--- src/rtl/layer_mac_sequencer_if.sv ---
// Bundles the layer sequencer's run control, weight-memory read port and result stream.
// No latency of its own; it only groups signals.
// No backpressure: the consumer must accept every out_valid strobe.
interface layer_mac_sequencer_if #(
    parameter int NODES  = 16,
    parameter int INPUTS = 15,
    parameter int DW     = 16
);
    localparam int AW = $clog2(NODES * (INPUTS + 1));
    localparam int IW = $clog2(NODES);

    logic                 start;
    logic [INPUTS*DW-1:0] in_vec;
    logic                 w_rd_en;
    logic [AW-1:0]        w_addr;
    logic [DW-1:0]        w_data;
    logic                 out_valid;
    logic [IW-1:0]        out_idx;
    logic [DW-1:0]        out_data;
    logic                 busy;
    logic                 done;

    // Requester side: drives the run, serves weight reads, consumes results.
    modport master (
        output start, in_vec, w_data,
        input  w_rd_en, w_addr, out_valid, out_idx, out_data, busy, done
    );

    // Sequencer side.
    modport slave (
        input  start, in_vec, w_data,
        output w_rd_en, w_addr, out_valid, out_idx, out_data, busy, done
    );
endinterface

--- src/rtl/layer_mac_sequencer.sv ---
// One shared MAC walks NODES neurons: INPUTS weighted products plus bias, ReLU, one result strobe each.
// First result INPUTS+3 cycles after the start edge, then one every INPUTS+3 cycles; done on the last.
// No backpressure: results are strobed once; start is ignored while a run is active or on the done cycle.
module layer_mac_sequencer #(
    parameter int NODES  = 16,
    parameter int INPUTS = 15,
    parameter int DW     = 16
) (
    input  logic                  clk,
    input  logic                  reset,
    layer_mac_sequencer_if.slave  bus
);
    localparam int AW = $clog2(NODES * (INPUTS + 1));
    localparam int IW = $clog2(NODES);
    localparam int KW = $clog2(INPUTS + 1);

    typedef enum logic [1:0] {IDLE, ISSUE, DRAIN, EMIT} state_t;

    state_t               state_q;
    logic [INPUTS*DW-1:0] vec_q;
    logic [IW-1:0]        node_q;
    logic [KW-1:0]        k_q;
    logic                 rd_en_q;
    logic [AW-1:0]        addr_q;
    logic [KW-1:0]        rd_k_q;     // element index of the read on the bus this cycle
    logic                 pend_vld_q; // read data for pend_k_q arrives on w_data this cycle
    logic [KW-1:0]        pend_k_q;
    logic [DW-1:0]        acc_q;
    logic                 out_valid_q;
    logic [IW-1:0]        out_idx_q;
    logic [DW-1:0]        out_data_q;
    logic                 busy_q;
    logic                 done_q;

    logic [KW-1:0]        sel;
    logic [DW-1:0]        act;
    logic signed [2*DW-1:0] prod;
    logic [DW-1:0]        term;
    logic [DW-1:0]        acc_d;
    logic [AW-1:0]        addr_d;

    // Accumulator next value: weighted activation, or the raw bias for the last element of a neuron.
    always_comb begin
        sel    = (pend_k_q == KW'(INPUTS)) ? '0 : pend_k_q;
        act    = vec_q[sel*DW +: DW];
        prod   = $signed(act) * $signed(bus.w_data);
        term   = (pend_k_q == KW'(INPUTS)) ? bus.w_data : prod[DW-1:0];
        acc_d  = pend_vld_q ? acc_q + term : acc_q;
        addr_d = AW'(node_q) * AW'(INPUTS + 1) + AW'(k_q);
    end

    // Sequencer FSM, read pipeline tracking, accumulator and registered outputs.
    always_ff @(posedge clk or negedge reset) begin
        if (!reset) begin
            state_q     <= IDLE;
            vec_q       <= '0;
            node_q      <= '0;
            k_q         <= '0;
            rd_en_q     <= 1'b0;
            addr_q      <= '0;
            rd_k_q      <= '0;
            pend_vld_q  <= 1'b0;
            pend_k_q    <= '0;
            acc_q       <= '0;
            out_valid_q <= 1'b0;
            out_idx_q   <= '0;
            out_data_q  <= '0;
            busy_q      <= 1'b0;
            done_q      <= 1'b0;
        end else begin
            pend_vld_q  <= rd_en_q;
            pend_k_q    <= rd_k_q;
            acc_q       <= acc_d;
            rd_en_q     <= 1'b0;
            out_valid_q <= 1'b0;
            done_q      <= 1'b0;
            // busy spans the done strobe, so a start coincident with done is still refused.
            if (done_q) begin
                busy_q <= 1'b0;
            end
            case (state_q)
                IDLE: begin
                    if (bus.start && !busy_q) begin
                        vec_q   <= bus.in_vec;
                        node_q  <= '0;
                        k_q     <= '0;
                        acc_q   <= '0;
                        busy_q  <= 1'b1;
                        state_q <= ISSUE;
                    end
                end
                ISSUE: begin
                    rd_en_q <= 1'b1;
                    addr_q  <= addr_d;
                    rd_k_q  <= k_q;
                    if (k_q == KW'(INPUTS)) begin
                        k_q     <= '0;
                        state_q <= DRAIN;
                    end else begin
                        k_q <= k_q + 1'b1;
                    end
                end
                DRAIN: begin
                    state_q <= EMIT;
                end
                default: begin // EMIT: bias lands this cycle, so the result uses acc_d
                    out_valid_q <= 1'b1;
                    out_idx_q   <= node_q;
                    out_data_q  <= acc_d[DW-1] ? '0 : acc_d;
                    acc_q       <= '0;
                    k_q         <= '0;
                    if (node_q == IW'(NODES - 1)) begin
                        done_q  <= 1'b1;
                        state_q <= IDLE;
                    end else begin
                        node_q  <= node_q + 1'b1;
                        state_q <= ISSUE;
                    end
                end
            endcase
        end
    end

    assign bus.w_rd_en   = rd_en_q;
    assign bus.w_addr    = addr_q;
    assign bus.out_valid = out_valid_q;
    assign bus.out_idx   = out_idx_q;
    assign bus.out_data  = out_data_q;
    assign bus.busy      = busy_q;
    assign bus.done      = done_q;
endmodule

--- src/flat_wrapper.sv ---
// flat-port wrapper written by rule: the top's interface ports become plain ports
module layer_mac_sequencer_flat 
#(
    parameter int NODES  = 16,
    parameter int INPUTS = 15,
    parameter int DW     = 16
)
  (clk, reset, bus_start, bus_in_vec, bus_w_data, bus_w_rd_en, bus_w_addr, bus_out_valid, bus_out_idx, bus_out_data, bus_busy, bus_done);
  layer_mac_sequencer_if #(.NODES(NODES), .INPUTS(INPUTS), .DW(DW)) bus_i ();
  input  logic clk;
  input  logic reset;
  input wire logic [$bits(bus_i.start)-1:0] bus_start;
  input wire logic [$bits(bus_i.in_vec)-1:0] bus_in_vec;
  input wire logic [$bits(bus_i.w_data)-1:0] bus_w_data;
  output wire logic [$bits(bus_i.w_rd_en)-1:0] bus_w_rd_en;
  output wire logic [$bits(bus_i.w_addr)-1:0] bus_w_addr;
  output wire logic [$bits(bus_i.out_valid)-1:0] bus_out_valid;
  output wire logic [$bits(bus_i.out_idx)-1:0] bus_out_idx;
  output wire logic [$bits(bus_i.out_data)-1:0] bus_out_data;
  output wire logic [$bits(bus_i.busy)-1:0] bus_busy;
  output wire logic [$bits(bus_i.done)-1:0] bus_done;
  assign bus_i.start = bus_start;
  assign bus_i.in_vec = bus_in_vec;
  assign bus_i.w_data = bus_w_data;
  assign bus_w_rd_en = bus_i.w_rd_en;
  assign bus_w_addr = bus_i.w_addr;
  assign bus_out_valid = bus_i.out_valid;
  assign bus_out_idx = bus_i.out_idx;
  assign bus_out_data = bus_i.out_data;
  assign bus_busy = bus_i.busy;
  assign bus_done = bus_i.done;
  layer_mac_sequencer #(.NODES(NODES), .INPUTS(INPUTS), .DW(DW)) u_core (.clk(clk), .reset(reset), .bus(bus_i));
endmodule
--- config.mk ---
export PLATFORM = sky130hd
export DESIGN_NAME = layer_mac_sequencer_flat
export DESIGN_NICKNAME = d
export VERILOG_FILES = /design/src/rtl/layer_mac_sequencer_if.sv /design/src/rtl/layer_mac_sequencer.sv /design/src/flat_wrapper.sv
export SDC_FILE = /design/constraint.sdc
export NUM_CORES = 1
export LEC_CHECK = 0
export ABC_AREA = 1
export CAP_MARGIN = 25
export CORE_AREA = 2 2 181 183
export DETAILED_ROUTE_END_ITERATION = 6
export DIE_AREA = 0 0 183 185
export PLACE_DENSITY_LB_ADDON = 0.12
export RECOVER_POWER = 25
export SKIP_LAST_GASP = 1
export SYNTH_ARGS = -nofsm -noshare
export SYNTH_HDL_FRONTEND = slang
export SYNTH_SLANG_ARGS = --single-unit
--- constraint.sdc ---
create_clock -name clk -period 20.2 [get_ports clk]
set_input_delay 4.04 -clock clk [delete_from_list [all_inputs] [get_ports clk]]
set_output_delay 4.04 -clock clk [all_outputs]
set_load 0.005 [all_outputs]
==> summary.txt, run 1 <==
Global route
  – Grt total ovfl: 0
  – Global-route wire length before repair: 92460 um
  – Vias in the first global route: between 15000 and 20000
  – Initial antenna violation count: 1
  – Total GRT Usage: 35.01%
  – Largest net degree at the start of global routing: between 200 and 250

Floorplanning
  – Die height: approximately 190 um
  – Die width: roughly 180 um
  – Total core area: between 30000 and 40000 um^2
  – Die ar.: approximately 34000 um^2
  – # IOs: roughly 290
  – # rows: 66
  – Initial core utilization: just under 60%

Power
  – Leakage power: 11.89 nW
  – Max VDD drop: 0.06461 mV
  – Total power: between 1 and 1.5 mW
  – Power Density: 55.49 nW/um^2

Synth
  – Number of synthesized flops with an enable pin: 0
  – Most common cell in the netlist: nand2_1
  – Yosys reg bits: 302
  – Top cell type's share of synthesized area: around 40%
  – Asr flop ratio synth: 100.0%
  – Synthesized area: about 19000 um^2
  – Ranking of synthesized cells by area: dfrtp_1, nand2_1, fa_1
  – Syn nets: approximately 2900
  – Count of different cell masters after synthesis: 46
  – Sequential area share after synthesis: between 30 and 40%
  – Synth warn: 0
  – Most frequent cells after synthesis: nand2_1, dfrtp_1, inv_1, nand3_1, nor2_1
  – Top_reg_cell synth: dfrtp_1
  – Cell count after synthesis: 2514
  – Syn_area_per_cell: 7.552 um^2
  – Dominant cell type by area after synthesis: dfrtp_1

Detailed routing
  – Drt wl/cell: approximately 18 um
  – DRC viols: 0
  – DRT Wirelength: around 60000 um
  – Detailed Route Iter0 Violations: roughly 1700
  – Via density: between 5 and 6
  – Routed Antenna Nets: 0
  – DRT Pass-1 Iters: 6
  – Vias: 17700

Cells and area
  – Fill count: 2505
  – Area growth, synth to finish: 21.65%
  – Ant. Diodes: 0
  – Final Util: between 70% and 80%
  – Final Non-Filler Cells: between 3000 and 4000
  – Fraction of layout cells with a size suffix above 1: 3.909%
  – Nets: around 3200

Worst setup path
  – CP cell instances: clkbuf_1, clkbuf_1, clkbuf_1
  – R2r worst-path depth: 44
  – WS Path Type: in2async
  – Setup crit end kind: async pin
  – End point of the critical path: u_core.vec_q[149]$_DFFE_PN0P_
  – Critical path buffers and inverters: 3
  – Critical R2R Capture: u_core.bus.out_data[3]$_DFFE_PN0P_
  – Critical Path Source: reset
  – Reg-to-reg slack, setup: around 10000 ps
  – Data arrival time of the worst path: 11790 ps
  – Critical Path Max Stage Delay: between 4000 and 5000 ps
  – Setup crit start kind: primary input
  – Worst r2r src: u_core.pend_k_q[0]$_DFF_PN0_
  – Critical path peak fanout: around 110
  – Critical path depth: 3
  – CP max stage cell: clkbuf_1
  – Delay-heaviest family, CP: buffers and inverters
  – Worst endpoint required time: between 20000 and 25000 ps
  – Cell mode on critical path: clkbuf_1

Placement
  – DP Wirelength: about 43000 um
  – Post-Place Cells: ~3100
  – PortBufs: 289
  – GP Congestion: 0.9149

CTS
  – Worst-Skew Late Latency: 580 ps
  – Post-CTS Hold Fix Bufs: 0
  – CTS tree: yes
  – Clk pin slew, worst setup/hold paths: around 60 ps
  – Postcts setup bufs: 0
  – Num CTS Buffers: 31
  – # clock sinks: between 300 and 400
  – Worst-case clock buffer depth: 3
  – Post-CTS resize count: 0
  – Root buffer cell: clkbuf_16
  – CTS H-Tree Depth: 1

Flow run
  – Max-capacitance violation count: 3

STA
  – Max-slew headroom: -310.3%
  – Slew @ Worst Pin: around 6200 ps
  – Final Hold Vio Count: 0
  – Setup TNS: 0 ps
  – Tcrit/Tclk final: about three fifths
  – Slew Limit Fails: approximately 210
  – Fin crit period: 11860 ps
  – Final clock skew: approximately 10 ps
  – Final setup vio count: 0
  – RSZ-0062 raised after global routing: no
  – FMAX: around 0.084 GHz

Worst hold path
  – Hold Crit Depth: 0
  – HP Class: reg2reg

Run status
  – Status: complete, but fails checks
  – Failing checks: capacitance limit, slew limit
-- worst register-to-register path: cells and delay by family (launching register included) --
family	cells	cell delay, ps
adders and majority gates	8	2990
and+or+nand+nor	16	2930
buffers and inverters	11	1900
AOI/OAI and AO/OA	8	1310
DFF	1	380
xor gates and xnor gates	1	110
-- cell families (layout without fill, tap and decap cells) --
group / count (synthesis) / count (layout) / share of synthesized area [%]
buf+inv: 403 / 652 / 8.718
other cells: 1 / 1 / 0.01975
xor+xnor: 18 / 18 / 0.8303
flops: 302 / 302 / 39.80
fa+ha+maj: 162 / 162 / 13.84
simple gates: 1372 / 1372 / 29.26
mux: 2 / 2 / 0.1054
compound gates: 254 / 254 / 7.427
-- through the flow --
| step | setup WS, ps | cell area (um^2) | hold slack [ps] |
|---|---|---|---|
| 6_report | 8344 | 23100 | 425.8 |
| 5_1_grt | 6676 | 23100 | 435.0 |
| 4_1_cts | 9482 | 23020 | 421.1 |
| 3_5_place_dp | 8912 | 21960 | 404.7 |
| 3_3_place_gp | 9029 | 21960 | 404.2 |
| 2_1_floorplan | 10090 | 18990 | 375.7 |
-- placed cells by master (no fill, tap or decap), drive strengths merged, types with 2 or more instances in the layout --
cell type / count
a211oi: 2
nand4: 8
o211ai: 25
nand2: 1011
a31oi: 3
nor3: 6
nand3: 183
a22oi: 5
clkinv: 11
clkbuf: 51
clkinvlp: 2
bufinv: 3
buf: 15
mux2i: 2
o22ai: 3
xnor2: 8
o21ai: 149
xor2: 10
dfrtp: 302
o21bai: 6
inv: 282
clkdlybuf4s50: 287
nor2: 159
ha: 82
a21oi: 56
o31ai: 2
fa: 80
o221ai: 2
nand3b: 3
-- power breakdown --
group	internal [mW]	leakage [nW]	switching [mW]	total, mW
clock	0.351	0.518	0.245	0.597
combinational	0.0453	7.54	0.0338	0.0791
sequential	0.605	3.82	0.000384	0.606
total	1.00	11.9	0.280	1.28
-- how the worst min path moves through the flow --
stage	start	slack (ps)	end
after floorplan	u_core.bus.w_rd_en$_DFF_PN0_	380	u_core.pend_vld_q$_DFF_PN0_
after global placement	u_core.bus.w_rd_en$_DFF_PN0_	400	u_core.pend_vld_q$_DFF_PN0_
after detailed placement	u_core.bus.w_rd_en$_DFF_PN0_	400	u_core.pend_vld_q$_DFF_PN0_
after CTS	u_core.bus.w_rd_en$_DFF_PN0_	420	u_core.pend_vld_q$_DFF_PN0_
after global routing	u_core.bus.w_rd_en$_DFF_PN0_	430	u_core.pend_vld_q$_DFF_PN0_
final	u_core.bus.w_rd_en$_DFF_PN0_	430	u_core.pend_vld_q$_DFF_PN0_
-- state kept, by name, summed over array words and instances (netlist names) --
signal                count
u_core.pend_vld_q         1
u_core.bus.w_addr         5
u_core.bus.out_idx        4
u_core.vec_q            240
u_core.bus.w_rd_en        1
u_core.bus.out_data      15
u_core.node_q             4
u_core.pend_k_q           4
u_core.bus.out_valid      1
u_core.k_q                4
u_core.acc_q             16
u_core.bus.done           1
u_core.state_q            2
u_core.rd_k_q             3
u_core.bus.busy           1
-- cell type report --
| class | count | area, um^2 | share of cell area, % |
|---|---|---|---|
| multi-input cells | 1809 | 9804 | 42.45 |
| flip-flops and latches | 302 | 7559 | 32.72 |
| repair buffers | 307 | 3070 | 13.29 |
| inverters | 288 | 1089 | 4.713 |
| clock buffers | 47 | 915.9 | 3.965 |
| well taps | 408 | 510.5 | 2.210 |
| clock inverters | 10 | 148.9 | 0.6446 |
-- layer usage --
layer / routed length, um / vias to the layer above / GRT usage, %
met5: 13 / - / 0
met2: 27660 / 787 / 57.82
met1: 23970 / 8510 / 47.03
li1: - / 8244 / -
met3: 4270 / 153 / 4.562
met4: 2550 / 2 / 14.53
Note: power is estimated with default switching activity, not from simulation.
==> run 2, diff against run 1 <==
CORE_AREA = 2 2 198 200   (was 2 2 181 183)
DIE_AREA = 0 0 200 202   (was 0 0 183 185)
clock period = 9.9 ns   (was 20.2 ns; I/O delays follow)
==> summary.txt, run 2 (synthesis gave the netlist of run 1 again) <==
Run status
  – Status: complete, but fails checks
  – Failing checks: capacitance limit, slew limit

CTS
  – Root buffer cell: clkbuf_16
  – Post-CTS resize count: 0
  – Clk pin slew, worst setup/hold paths: about 60 ps
  – CTS tree: yes
  – Num CTS Buffers: 34
  – Post-CTS Hold Fix Bufs: 0
  – Worst-Skew Late Latency: 530 ps
  – Postcts setup bufs: 0
  – # clock sinks: slightly above 300
  – Worst-case clock buffer depth: 3
  – CTS H-Tree Depth: 2

Placement
  – GP Congestion: 0.9369
  – Setup WS pre-CTS: around 670 ps
  – DP Wirelength: roughly 45000 um
  – PortBufs: between 200 and 300

Floorplanning
  – Die height: roughly 200 um
  – # IOs: between 200 and 300
  – Initial core utilization: 49.59%
  – Die width: approximately 200 um
  – Die ar.: slightly above 40000 um^2
  – Total core area: around 38000 um^2
  – # rows: 72

STA
  – Max-slew headroom: -259.1%
  – FMAX: around 0.11 GHz
  – Final setup vio count: 0
  – Tcrit/Tclk final: 92.57%
  – Final clock skew: around 15 ps
  – Setup TNS: 0 ps
  – Final WS setup: 735.7 ps
  – Fin crit period: between 9000 and 10000 ps
  – Slew Limit Fails: around 170
  – Slew @ Worst Pin: between 5000 and 6000 ps
  – RSZ-0062 raised after global routing: no
  – Final Hold Vio Count: 0

Power
  – Total power: approximately 2.7 mW
  – Leakage power: 12.00 nW
  – Comb pwr share: ~6.0%
  – Power Density: ~110 nW/um^2
  – Switching Fraction: between 20% and 30%
  – Seq pwr share: 45.9%
  – Clock group share of total power: between 40 and 50%
  – Max VDD drop: 0.09590 mV
  – Int Power: roughly 2.1 mW
  – Psw: slightly below 600 uW

Cells and area
  – Nets: about 3200
  – Most common cell after layout, fill and taps aside: nand2_1
  – Final Util: 61.21%
  – Area growth, synth to finish: 23.43%
  – Largest register FFs: 240
  – Fraction of layout cells with a size suffix above 1: 4.534%
  – Most frequent cells in the layout: nand2_1, dfrtp_1, clkdlybuf4s50_1
  – Top reg by flops: u_core.vec_q

Worst setup path
  – Critical path peak fanout: 61
  – Delay-heaviest family, CP: adder cells
  – WS Path Type: reg2reg
  – Critical path buffers and inverters: 13
  – Worst endpoint required time: approximately 10000 ps
  – CP max stage cell: fa_1
  – Data arrival time of the worst path: 9570 ps
  – Cell mode on critical path: inv_1
  – Setup crit end kind: flip-flop
  – Critical Path Max Stage Delay: approximately 560 ps
  – Reg-to-reg slack, setup: 740 ps
  – Setup crit start kind: flip-flop

Detailed routing
  – DRC viols: 0
  – Routed Antenna Nets: 0
  – Drt wl/cell: between 15 and 20 um
  – Via density: ~5.3
  – Vias: 17340
  – DRT Wirelength: between 60000 and 70000 um
  – Detailed Route Iter0 Violations: about 1400
  – DRT Pass-1 Iters: 7

Flow run
  – Max-capacitance violation count: 2

Global route
  – Grt total ovfl: 0
  – Vias in the first global route: between 15000 and 20000
  – Total GRT Usage: 30.68%
  – Largest net degree at the start of global routing: 210
  – Global-route wire length before repair: approximately 95000 um
  – Initial antenna violation count: 1

Worst hold path
  – HP Class: reg2reg
==> run 2: cell types whose count changed in the layout (fill, tap and decap cells not counted), sizes merged <==
| cell | delta |
|---|---|
| buf | +13 |
| clkbuf | +7 |
| bufinv | -2 |
| clkinv | -2 |
| diode | +1 |
==> run 2: power by group through the flow <==
stage	clock [mW]	sequential [mW]	combinational, mW
after floorplan	0	1.26	0.0119
after global placement	0	1.26	0.164
after detailed placement	0	1.26	0.163
after CTS	1.31	1.24	0.164
after global routing	1.36	1.24	0.173
final	1.29	1.24	0.161
==> run 2: stage by stage <==
stage          cell area, um^2  hold WS, ps  instances
2_1_floorplan            18990        375.7       2514
3_3_place_gp             22240        437.3       3233
3_5_place_dp             22240        436.8       3233
4_1_cts                  23390        449.5       3294
5_1_grt                  23440        456.5       3298
6_report                 23440        446.9       3298
==> run 2: cell type report <==
cell class	count	area, um^2
well taps	518	648.1
flip-flops and latches	302	7559
inverters	288	1089
clock inverters	6	78.83
diodes	1	2.502
multi-input cells	1809	9804
repair buffers	319	3183
fillers	3526	14850
clock buffers	55	1071
==> run 2: metal layers <==
layer / vias to the layer above / track usage (%) / routed length [um]
li1: 8285 / - / -
met1: 8334 / 41.08 / 25400
met2: 602 / 49.81 / 28810
met3: 120 / 4.338 / 3775
met4: 0 / 13.23 / 2778
met5: - / 0 / 0
==> run 2: path summary, 6_finish.rpt <==
path / cells after the start / start / to
max: 47 / u_core.pend_k_q[0]$_DFF_PN0_ / u_core.bus.out_data[3]$_DFFE_PN0P_
min: 0 / u_core.bus.w_rd_en$_DFF_PN0_ / u_core.pend_vld_q$_DFF_PN0_
max reg2reg: 47 / u_core.pend_k_q[0]$_DFF_PN0_ / u_core.bus.out_data[3]$_DFFE_PN0P_
min reg2reg: 0 / u_core.bus.w_rd_en$_DFF_PN0_ / u_core.pend_vld_q$_DFF_PN0_
max in group asynchronous: 2 / reset / u_core.vec_q[54]$_DFFE_PN0P_
min in group asynchronous: 1 / reset / u_core.vec_q[44]$_DFFE_PN0P_
